`src/rtl/pipe_stage_reg.sv`:
```
// pipe_stage_reg: valid/ready pipeline register with flush and a saturating stall counter; PIPE_STAGE_SKID_EN adds a skid entry and a registered in_ready
module pipe_stage_reg #(
  parameter int DATA_W      = 128,
  parameter int CTRL_W      = 16,
  parameter int STALL_CNT_W = 16
) (
  input  logic                   clk,
  input  logic                   rst,
  input  logic                   flush,
  input  logic                   in_valid,
  output logic                   in_ready,
  input  logic [DATA_W-1:0]      in_data,
  input  logic [CTRL_W-1:0]      in_ctrl,
  output logic                   out_valid,
  input  logic                   out_ready,
  output logic [DATA_W-1:0]      out_data,
  output logic [CTRL_W-1:0]      out_ctrl,
  input  logic                   stall_clr,
  output logic [STALL_CNT_W-1:0] stall_cnt
);
`ifdef PIPE_STAGE_SKID_EN
  typedef enum logic [1:0] {EMPTY, FULL, SKID} state_t;
  logic [DATA_W-1:0] skid_data;
  logic [CTRL_W-1:0] skid_ctrl;
`else
  typedef enum logic {EMPTY, FULL} state_t;
  assign in_ready = out_ready | ~out_valid;
`endif
  state_t state;
  logic in_fire, out_fire;
  assign in_fire  = in_valid & in_ready;
  assign out_fire = out_valid & out_ready;
  always_ff @(posedge clk) begin
    if (rst) begin
      state     <= EMPTY;
      out_valid <= 1'b0;
      out_data  <= '0;
      out_ctrl  <= '0;
`ifdef PIPE_STAGE_SKID_EN
      skid_data <= '0;
      skid_ctrl <= '0;
      in_ready  <= 1'b1;
`endif
    end else if (flush) begin
      state     <= EMPTY;
      out_valid <= 1'b0;
      out_ctrl  <= '0;
`ifdef PIPE_STAGE_SKID_EN
      skid_ctrl <= '0;
      in_ready  <= 1'b1;
`endif
    end else begin
      case (state)
        EMPTY: if (in_fire) begin
          state     <= FULL;
          out_valid <= 1'b1;
          out_data  <= in_data;
          out_ctrl  <= in_ctrl;
        end
        FULL: begin
          if (in_fire && out_fire) begin
            out_data <= in_data;
            out_ctrl <= in_ctrl;
          end else if (out_fire) begin
            state     <= EMPTY;
            out_valid <= 1'b0;
            out_ctrl  <= '0;
          end
`ifdef PIPE_STAGE_SKID_EN
          else if (in_fire) begin
            state     <= SKID;
            skid_data <= in_data;
            skid_ctrl <= in_ctrl;
            in_ready  <= 1'b0;
          end
`endif
        end
`ifdef PIPE_STAGE_SKID_EN
        SKID: if (out_fire) begin
          state    <= FULL;
          out_data <= skid_data;
          out_ctrl <= skid_ctrl;
          in_ready <= 1'b1;
        end
        default: state <= EMPTY;
`endif
      endcase
    end
  end
  always_ff @(posedge clk) begin
    if (rst || stall_clr) stall_cnt <= '0;
    else if (out_valid && !out_ready && !(&stall_cnt)) stall_cnt <= stall_cnt + 1'b1;
  end
endmodule
```
`config.mk`:
```
export PLATFORM = sky130hd
export DESIGN_NAME = pipe_stage_reg
export DESIGN_NICKNAME = d
export VERILOG_FILES = /design/src/rtl/pipe_stage_reg.sv
export SDC_FILE = /design/constraint.sdc
export NUM_CORES = 1
export LEC_CHECK = 0
export CAP_MARGIN = 20
export CORE_ASPECT_RATIO = 0.75
export CORE_MARGIN = 4
export CORE_UTILIZATION = 42
export DETAILED_ROUTE_END_ITERATION = 10
export GPL_ROUTABILITY_DRIVEN = 0
export GPL_TIMING_DRIVEN = 0
export PLACE_DENSITY = 0.94
export SLEW_MARGIN = 40
export SYNTH_ARGS = -nofsm -noshare
export SYNTH_HDL_FRONTEND = slang
export SYNTH_SLANG_ARGS = --single-unit
```
`constraint.sdc`:
```
create_clock -name clk -period 4.1 [get_ports clk]
set_input_delay 0.615 -clock clk [delete_from_list [all_inputs] [get_ports clk]]
set_output_delay 0.615 -clock clk [all_outputs]
set_load 0.005 [all_outputs]
```
### Yosys cells after proc, flatten, opt, wreduce, memory -nomap -nowiden

Index checks and enable logic that the tools add are counted.
W data, S select, Z words.

* memory bits (writable): 0
* memory bits (read-only): 0
* bits of input ports: 150
* latch bits: 0
* register bits: 162
* output and inout port bits: 162
* memories: 0

* add/sub/neg operators: 1
* multipliers: 0
* bitwise logic cells: 6
* muxes and demuxes: 15
* div/mod/pow operators: 0
* magnitude comparators: 0
* shift operators: 0
* reduce and logical (&&, ||, !) cells: 11
* equal/unequal tests: 5

Operators with widths (number)
* $mux W128: 2
* $pmux W128 S2: 1
* $mux W16: 3
* $pmux W16 S2: 1
* $add A16 B1 Y16 const B: 1
* $reduce_and A16 Y1: 1
* $mux W1: 6
* $reduce_and A3 Y1: 2
* $ne A2 B1 Y1 const B: 2
* $ne A2 B2 Y1 const B: 2
* $pmux W1 S2: 2
* $logic_and A1 B1 Y1: 3
* $ne A3 B1 Y1 const B: 1
* $not A1 Y1: 3
* $and A1 B1 Y1: 2
* $logic_not A1 Y1: 2
* $reduce_and A2 Y1: 1
* $reduce_or A2 Y1: 1
* $logic_or A1 B1 Y1: 1
* $or A1 B1 Y1: 1

### Logic depth before layout (Yosys ltp)

Gate-level depths: netlist (run 1).

* depth after elaboration: 6
* mapped depth: 7

### Worst setup path before layout (run 1)

OpenSTA, ideal clock, no wires.

* kind: in2reg
* start point: input port rst
* end point: register stall_cnt[2]
* data arrival time: 1.636 ns
* setup time: 0.074 ns
* stages on the path: 5
* setup slack: 2.390 ns
* required time: 4.026 ns
* buffers on the path: 2
* path through: clkbuf_1 or2_2 clkbuf_1 a2111o_1 o21ai_0

* longest elaborated chain between the ends: 1

RTL lines
* from (decl): RTL line 8 `input logic rst,`
* $logic_or A1 B1 Y1: RTL line 91 `if (rst || stall_clr) stall_cnt <= '0;`
* to (signal assigned): RTL line 92 `else if (out_valid && !out_ready && !(&stall_cnt)) stall_cnt <= stall_cnt + 1'b1;`
* to (decl): RTL line 19 `output logic [STALL_CNT_W-1:0] stall_cnt`

Every way passes these cells.
A chain may end at the register's enable or synchronous reset.

### Worst setup path after layout (run 1)

* start point: input port out_ready
* end point: output port in_ready

* longest elaborated chain between the ends: 1

RTL lines
* from (decl): RTL line 15 `input logic out_ready,`
* $or A1 B1 Y1: RTL line 27 `assign in_ready = out_ready | ~out_valid;`
* to (decl): RTL line 11 `output logic in_ready,`

Every way passes these cells.

==> results of run 1 <==
[kinds of logic after synthesis]
family | after synthesis | share of synthesized area (%)
buffers and inverters | 54 | 4.07
AOI/OAI and AO/OA | 171 | 15.9
muxes | 6 | 1.02
and+or+nand+nor | 333 | 23.4
DFF | 162 | 55.2
adders and majority gates | 2 | 0.383
[metrics by stage]
stage / std cells / power (uW)
global placement: 1213 / 2190
finish: 1244 / 3770
CTS: 1244 / 3800
detailed placement: 1213 / 2200
floorplan: 728 / 1870
global route: 1244 / 3910
[flip-flops by register name, summed over array words and instances (netlist names)]
register,cells
out_data,128
out_ctrl,16
stall_cnt,16
out_valid,1
state,1
[final cells by class]
cell class / count / area [um2] / share of cell area [%]
repair buffers: 310 / 3100 / 31.7
inverters: 5 / 18.8 / 0.192
multi-input cells: 512 / 2390 / 24.5
clock inverters: 12 / 146 / 1.50
plain buffers: 49 / 220 / 2.25
flip-flops and latches: 162 / 3240 / 33.1
clock buffers: 19 / 443 / 4.53
well taps: 175 / 219 / 2.24
[path summary, 6_finish.rpt]
| path | from | to | slack (ns) | depth (start not counted) |
|---|---|---|---|---|
| worst max-delay path | out_ready | in_ready | 1.52 | 4 |
| worst min-delay path | out_data[38]$_SDFFE_PP0P_ | out_data[38]$_SDFFE_PP0P_ | 0.45 | 2 |
| worst max register to register | out_valid$_SDFFE_PP0P_ | out_data[39]$_SDFFE_PP0P_ | 2.13 | 7 |
| worst min register to register | out_data[38]$_SDFFE_PP0P_ | out_data[38]$_SDFFE_PP0P_ | 0.45 | 2 |
[layer usage]
layer	wire length (um)	vias to the layer above
met5	0	-
met4	489	0
met3	1960	41
met2	9700	260
met1	7940	2911
li1	-	3092
[cell usage in the layout, fill, tap and decap left out, types with 2 or more instances in the layout]
cell type / n
clkdlybuf4s50_1: 310
nand2_1: 267
dfxtp_1: 162
a21oi_1: 138
buf_2: 29
nor2_1: 22
clkbuf_1: 21
clkbuf_16: 17
a22oi_1: 16
nand4_1: 6
and3_1: 6
mux2i_1: 6
inv_1: 5
nor3_1: 5
or3_1: 5
inv_6: 5
nand3_1: 4
a31oi_1: 4
nor4_1: 4
o31ai_1: 4
or4_1: 4
clkinvlp_4: 3
or2_2: 2
a211oi_1: 2
o21ai_0: 2
bufinv_16: 2
[critical path, stage by stage]
cell             delay [ns]
clkdlybuf4s50_1        0.53
nor2b_2                0.09
inv_1                  0.17
clkdlybuf4s50_1        0.56
[power by group through the flow]
| stage | registers [uW] | clock network [uW] | logic (uW) |
|---|---|---|---|
| 2_1_floorplan | 1710 | 0 | 156 |
| 3_3_place_gp | 1710 | 0 | 485 |
| 3_5_place_dp | 1710 | 0 | 493 |
| 4_1_cts | 1670 | 1630 | 496 |
| 5_1_grt | 1680 | 1690 | 537 |
| 6_report | 1670 | 1600 | 494 |
==> out/results.ini, run 1 <==
[outcome]
status=finished, final reports clean

[placed_design]
dpl_cell_area_um2=9200
dp_hpwl_mm=15.4
place_ws_ns=1.51
port_buffers=310

[power_and_ir_drop]
swShare_pct=24.2
intPower_uw=2860
ir_drop_uv=302
power_frac_seq_pct=44.4
netSwitchingPower_uw=910
p_leak_uw=0.00351
comb_power_share_pct=13.1
clkPwrFrac_pct=42.5
p_per_area_nw_per_um2=385

[sta]
period_share_pct=62.8
finalClockSkew_ns=0.00890
worstMarginPinSlew_ns=0.647
max_freq_mhz=388
holdWs_ns=0.452
min_period_ns=2.58
setup_tns_ns=0
finalMaxSlewViolations=0
setup_slack_ns=1.52
hold_viol_final=0
slew_headroom_pct=56.5
rsz0062_at_grt=false
setup_viol=0

[logic_synthesis]
yosys_most_used_dff=dfxtp_1
syn_area_per_cell_um2=8.07
synthTopCellsByCount=nand2_1 (267), dfxtp_1 (162), a21oi_1 (138)
synthCells=728
synth_top_area_cell=dfxtp_1
syn_nets=879
ys_warn_count=0
ys_types=36
synth.top_cell.area_share_pct=55.2
async_flop_share_pct=0
synth_edf_count=0
yosysMostFrequentCell=nand2_1
synth_seq_area_share_pct=55.2
netlist_area_um2=5880
ys_top_cells_by_area=dfxtp_1 (55%), nand2_1 (17%), a21oi_1 (12%)
ys_ff_latch=162

[cells_and_area]
drive_gt1_share_pct=6.17
nets=1208
fillers=989
antenna_cells=0
area_delta_synth_final_pct=66.6
postLayoutCoreUtil_pct=71.4
final_cell_area_um2=9790

[floorplanning]
boundaryPins=312
die-area_um2=16000
die_w_um=145
initial_core_util_pct=42.9
rows=37
die_h_um=110
core-area_um2=13700

[route]
wirelength_mm=20.1
drcViolationCount=0
drt_pre_antenna_iters=5
detail-route-antenna-nets=0
drtIter0Drc=334
routedWlPerCell_um=16.1
viasPerCell=5.07
vias=6304

[clock_tree]
hold_buffers=0
clkTransAtPathRegs_ns=0.06
htree_levels=4
postCtsSetupBuffers=0
root_buffer=clkbuf_16
cts_resized=0
cts_tree=yes
cts_buffer_depth=2
clk_latency_ns=0.41
cts_buffers=17
clkSinkCount=162

[critical_path]
worst_ep_arrival_time_ns=1.96
critPathCaptureType=primary output
start_kind=input pin
worst_ep_required_time_ns=3.48
crit_fanout=7
path_class=in -> out

[grt]
overflow=0
grt_pass1_wl_mm=31.4
grt_pass1_vias=6225
antenna_found_initial=0
grt_util_met2_pct=41.3
busiest_layer=met2
grt_max_degree=17
grtUsageMet1_pct=28.0
grtUsageMet3_pct=10.0
gr-usage-all-layers_pct=24.5

[job]
cap_viol_max_count=0

[min_path]
min-delay-path-class=reg -> reg

(Power assumes the default switching activity.)
==> run 2, diff against run 1 <==
- CORE_UTILIZATION: 42 -> 35
- PLACE_DENSITY: 0.94 -> 0.85
- clock period: 4.1 -> 2.1 ns (I/O delays scaled with it)
==> run 2 against run 1 <==
Compared with the run above:
- register-to-register slack got worse by 2.0 ns
- final area is 0.74% higher
- cell count up 2.9%
- largest power group unchanged
==> out/results.ini, run 2 (synthesis gave the netlist of run 1 again) <==
[cells_and_area]
top_register=out_data
largest_reg_flops=128  ; unchanged
final_cell_area_um2=9860  ; +0.74%
nets=1208  ; unchanged
layout_commonest_cell=clkdlybuf4s50_1
area_delta_synth_final_pct=67.8
layout_common_cells=clkdlybuf4s50_1 (310), nand2_1 (267), dfxtp_1 (162)
reg_top3=out_data x128, out_ctrl x16, stall_cnt x16
drive_gt1_share_pct=6.36  ; +0.18 points
antenna_cells=0  ; unchanged

[grt]
grt_max_degree=17  ; unchanged
grt_pass1_wl_mm=31.2  ; -0.81%
overflow=0  ; unchanged
gr-usage-all-layers_pct=20.5  ; -4.0 points
grt_pass1_vias=6126  ; -1.6%
antenna_found_initial=0  ; unchanged

[clock_tree]
htree_levels=4  ; unchanged
clkSinkCount=162  ; unchanged
cts_buffer_depth=2  ; unchanged
cts_buffers=17  ; unchanged
root_buffer=clkbuf_16
cts_tree=yes
clk_latency_ns=0.41  ; about the same
postCtsSetupBuffers=0  ; unchanged
clkTransAtPathRegs_ns=0.07  ; about the same

[route]
vias=6213  ; -1.4%
detail-route-antenna-nets=0  ; unchanged
wirelength_mm=20.2  ; +0.62%
viasPerCell=4.85  ; -4.2%
drtIter0Drc=367  ; +9.9%
routedWlPerCell_um=15.8  ; -2.2%
drcViolationCount=0  ; unchanged
drt_pre_antenna_iters=6  ; +1

[power_and_ir_drop]
intPower_uw=5610  ; +96%
netSwitchingPower_uw=1820  ; +99%
power_frac_seq_pct=44.0  ; -0.4 points
p_leak_uw=0.00353  ; +0.71%
comb_power_share_pct=13.0  ; about the same
clkPwrFrac_pct=43.0  ; +0.5 points
swShare_pct=24.5  ; +0.31 points
ir_drop_uv=617  ; +100%
power.total_uw=7420  ; +97%
p_per_area_nw_per_um2=753  ; +96%

[critical_path]
path_cells=clkdlybuf4s50_1, nor2b_4, inv_1, clkdlybuf4s50_1
cpMostUsedCell=clkdlybuf4s50_1
path_class=in -> out
start_kind=input pin
worst_ep_required_time_ns=1.78  ; -1.70 ns
cpLargestDelayFamily=buffers and inverters
crit_fanout=7  ; unchanged
worst_ep_arrival_time_ns=1.70  ; -0.26 ns
critPathCaptureType=primary output
cpPeakStageDelay_ns=0.58  ; +0.02 ns
critPathBufInv=3  ; unchanged
slowest_stage=clkdlybuf4s50_1

[floorplanning]
rows=40  ; +8.1%
boundaryPins=312  ; unchanged
core-area_um2=16200  ; +18%
initial_core_util_pct=36.2  ; -6.6 points
die-area_um2=18900  ; +19%
die_h_um=120  ; +8.9%
die_w_um=158  ; +9.0%

[sta]
worstMarginPinSlew_ns=0.672  ; +0.0249 ns
finalMaxSlewViolations=0  ; unchanged
holdWs_ns=0.443  ; -0.00916 ns
setup_viol=0  ; unchanged
finalClockSkew_ns=0.0101  ; +0.00118 ns
period_share_pct=95.8
max_freq_mhz=497
slew_headroom_pct=55.2  ; -1.3 points
min_period_ns=2.01
hold_viol_final=0  ; unchanged
rsz0062_at_grt=false

[outcome]
status=finished, final reports clean

[placed_design]
dp_hpwl_mm=15.4  ; -0.12%
dpl_cell_area_um2=9240  ; +0.48%
port_buffers=310  ; unchanged

[min_path]
min-delay-path-class=in -> reg

[job]
cap_viol_max_count=0  ; unchanged

[run 2: cell types whose count changed in the layout (fill, tap and decap cells not counted), sizes merged]
cell	change
clkinvlp	-3
clkinv	+4
inv	+1
buf	-1
[run 2: worst paths after layout]
kind,cells past startpoint,end,slack (ns),startpoint
worst min-delay path,3,out_data[108]$_SDFFE_PP0P_,0.44,in_data[108]
worst min register to register,2,out_data[30]$_SDFFE_PP0P_,0.45,out_data[30]$_SDFFE_PP0P_
worst max register to register,7,out_data[123]$_SDFFE_PP0P_,0.18,out_valid$_SDFFE_PP0P_
worst max-delay path,4,in_ready,0.09,out_ready
[run 2: power groups by stage]
stage                     Sequential, uW  Combinational, uW  Clock [uW]
after global placement              3330                952           0
after detailed placement            3340                965           0
final                               3270                964        3190
after floorplan                     3340                305           0
after CTS                           3270                972        3280
after global routing                3280               1050        3390
[run 2: layout make-up]
class                   instances  area, um2
flip-flops and latches        162       3240
inverters                       5       18.8
clock inverters                14        171
multi-input cells             512       2400
repair buffers                310       3100
plain buffers                  49        223
well taps                     210        263
fillers                      1422       6350
clock buffers                  18        439
[run 2: layer usage]
layer,global-route usage (%),vias up,part of all wire (%)
met2,35.4,257,49
li1,-,3091,-
met1,22.9,2841,39
met3,9.05,24,11
met5,0,-,0
met4,5.53,0,1.4
[run 2: tightest hold or removal path: cells and delay by family]
kind,cells,cell delay (ns)
simple gates,1,0.05
buf+inv,1,0.40
compound gates,1,0.05
[run 2: repair_timing]
item	in CTS	in global routing
endpoints found under the hold margin	0	0
setup endpoints to repair	0	3
gates resized for setup	0	2
hold buffers	0	0
[run 2: stage by stage]
step	setup TNS [ns]	utilization [%]	cells	setup slack [ns]
6_report	0	60.8	1280	0.0874
2_1_floorplan	0	-	728	0.573
4_1_cts	0	60.8	1280	0.0498
3_3_place_gp	-14.83	57.0	1248	-0.210
3_5_place_dp	-16.74	57.0	1248	-0.228
5_1_grt	0	60.8	1280	0.0206
==> run 3, diff against run 2 <==
- CORE_UTILIZATION: 35 -> 37
- CTS_BUF_LIST: unset -> sky130_fd_sc_hd__clkbuf_8
- PLACE_DENSITY: 0.85 -> 0.88
==> run 3 against run 2 <==
Compared with the run above:
- die area shrank 5.1%
- clock skew hardly changed
- critical path type unchanged
- first-iteration DRC count is 1.4% lower
- sequential share of layout area grew 0.69 points
- largest cell class unchanged
- power down 11%
- non-clock buffer count is the same
- via count up 0.21%
- fmax up 1.2%
- flip-flop and latch count stayed put
- critical path depth unchanged
==> out/results.ini, run 3 (synthesis gave the netlist of run 1 again) <==
[outcome]
status=finished, final reports clean

[critical_path]
rr_endpoint=out_data[124]$_SDFFE_PP0P_
start_kind=input pin
reg2regPathDepth=7  ; unchanged
cpPeakStageDelay_ns=0.56  ; -0.02 ns
path_cells=clkdlybuf4s50_1, nor2b_4, inv_1, clkdlybuf4s50_1
path_class=in -> out
worst_ep_required_time_ns=1.78  ; about the same
critPathCaptureType=primary output
cpMostUsedCell=clkdlybuf4s50_1
worst_ep_arrival_time_ns=1.67  ; -0.03 ns
worstReg2RegStart=out_valid$_SDFFE_PP0P_
rrSetupSlack_ns=0.25  ; +0.07 ns
slowest_stage=clkdlybuf4s50_1
crit_fanout=7  ; unchanged

[grt]
grt_max_degree=17  ; unchanged
grtUsageMet3_pct=8.38  ; -0.67 points
overflow=0  ; unchanged
grt_pass1_wl_mm=30.4  ; -2.6%
grt_util_met2_pct=37.3  ; +1.9 points
antenna_found_initial=0  ; unchanged
busiest_layer=met2
gr-usage-all-layers_pct=21.2  ; +0.69 points
grt_pass1_vias=5992  ; -2.2%
grtUsageMet1_pct=23.9  ; +0.99 points

[clock_tree]
cts_buffers=17  ; unchanged
cts_buffer_depth=2  ; unchanged
hold_buffers=0  ; unchanged
clkTransAtPathRegs_ns=0.09  ; +0.02 ns
clk_latency_ns=0.44  ; +0.03 ns
root_buffer=clkbuf_8
postCtsSetupBuffers=0  ; unchanged
clkSinkCount=162  ; unchanged
htree_levels=4  ; unchanged
cts_tree=yes

[route]
viasPerCell=4.88  ; +0.60%
wirelength_mm=20.2  ; about the same
vias=6226  ; +0.21%
routedWlPerCell_um=15.9  ; +0.44%
drtIter0Drc=362  ; -1.4%
drcViolationCount=0  ; unchanged
drt_pre_antenna_iters=5  ; -1
detail-route-antenna-nets=0  ; unchanged

[job]
cap_viol_max_count=0  ; unchanged

[sta]
worstMarginPinSlew_ns=0.630  ; -0.0415 ns
hold_viol_final=0  ; unchanged
max_freq_mhz=503  ; +1.2%
slew_headroom_pct=57.8  ; +2.6 points
finalMaxSlewViolations=0  ; unchanged
finalClockSkew_ns=0.00980  ; -0.000273 ns
setup_tns_ns=0  ; unchanged
setup_slack_ns=0.111  ; +0.0241 ns
min_period_ns=1.99  ; -0.0241 ns
holdWs_ns=0.414  ; -0.0297 ns
rsz0062_at_grt=false
setup_viol=0  ; unchanged
period_share_pct=94.7  ; -1.1 points

[cells_and_area]
top_register=out_data
drive_gt1_share_pct=6.36  ; unchanged
nets=1208  ; unchanged
fillers=1304  ; -8.3%
final_cell_area_um2=9660  ; -2.0%
antenna_cells=0  ; unchanged
layout_common_cells=clkdlybuf4s50_1 (310), nand2_1 (267), dfxtp_1 (161)
layout_commonest_cell=clkdlybuf4s50_1
area_delta_synth_final_pct=64.4
reg_top3=out_data x128, out_ctrl x16, stall_cnt x16
largest_reg_flops=128  ; unchanged

[power_and_ir_drop]
p_leak_uw=0.00344  ; -2.5%
ir_drop_uv=449  ; -27%
p_per_area_nw_per_um2=686  ; -8.9%

[floorplanning]
core-area_um2=15400  ; -4.9%
die-area_um2=18000  ; -5.1%
initial_core_util_pct=38.1  ; +1.9 points
die_w_um=154  ; -2.6%
boundaryPins=312  ; unchanged
die_h_um=117  ; -2.6%
rows=39  ; -2.5%

[placed_design]
port_buffers=310  ; unchanged
place_ws_ns=-0.190  ; +0.0381 ns
dpl_cell_area_um2=9240  ; about the same
dp_hpwl_mm=15.6  ; +1.2%

[min_path]
min-delay-path-class=in -> reg
min_path_cells=3  ; unchanged
min_to=out_data[0]$_SDFFE_PP0P_
min_from=in_data[0]

==> run 3: what timing repair did <==
| item | 4_1_cts | 5_1_grt |
|---|---|---|
| endpoints found under the hold margin | 0 | 0 |
| resized for setup | 0 | 2 |
| setup endpoints to repair | 0 | 1 |
==> run 3: worst max-delay path: cells and delay by family <==
| kind | cells | cell delay (ns) |
|---|---|---|
| buffers and inverters | 3 | 1.29 |
| and+or+nand+nor | 1 | 0.07 |
==> run 3: stage by stage <==
step	total power (uW)	utilization, %	cells
finish	6630	62.7	1275
global route	6900	62.7	1275
CTS	6690	62.6	1275
detailed placement	4300	59.9	1243
global placement	4280	59.9	1243
floorplan	3650	-	728
==> run 3: report_power, final <==
group	internal (uW)	total (uW)	switching [uW]
Combinational	572	966	394
Sequential	3200	3270	66.6
Clock	1240	2400	1160
Total	5010	6630	1620
==> run 3: per-layer routing <==
layer	up-vias	wire length (um)
li1	3097	-
met1	2864	8020
met3	31	1750
met5	-	0
met2	234	10000
met4	0	422
==> run 3: worst max path at each step <==
| stage | from | endpoint | slack [ns] | cells past startpoint |
|---|---|---|---|---|
| floorplan | out_valid$_SDFFE_PP0P_ | out_ctrl[10]$_SDFFE_PP0P_ | 0.57 | 7 |
| global placement | out_ready | out_data[124]$_SDFFE_PP0P_ | -0.13 | 8 |
| detailed placement | out_ready | out_data[4]$_SDFFE_PP0P_ | -0.19 | 8 |
| CTS | out_valid$_SDFFE_PP0P_ | in_ready | 0.05 | 3 |
| global route | out_valid$_SDFFE_PP0P_ | in_ready | 0.05 | 3 |
| finish | out_ready | in_ready | 0.11 | 4 |
==> run 3: layout make-up <==
type                       instances  area [um2]  share of cell area [%]
clock inverter                    13         159                    1.64
sequential                       162        3240                    33.6
clock buffer                      19         262                    2.71
buffer                            49         220                    2.28
multi-input combinational        512        2400                    24.8
tap                              205         256                    2.65
timing repair buffer             310        3100                    32.1
inverter                           5        18.8                   0.194
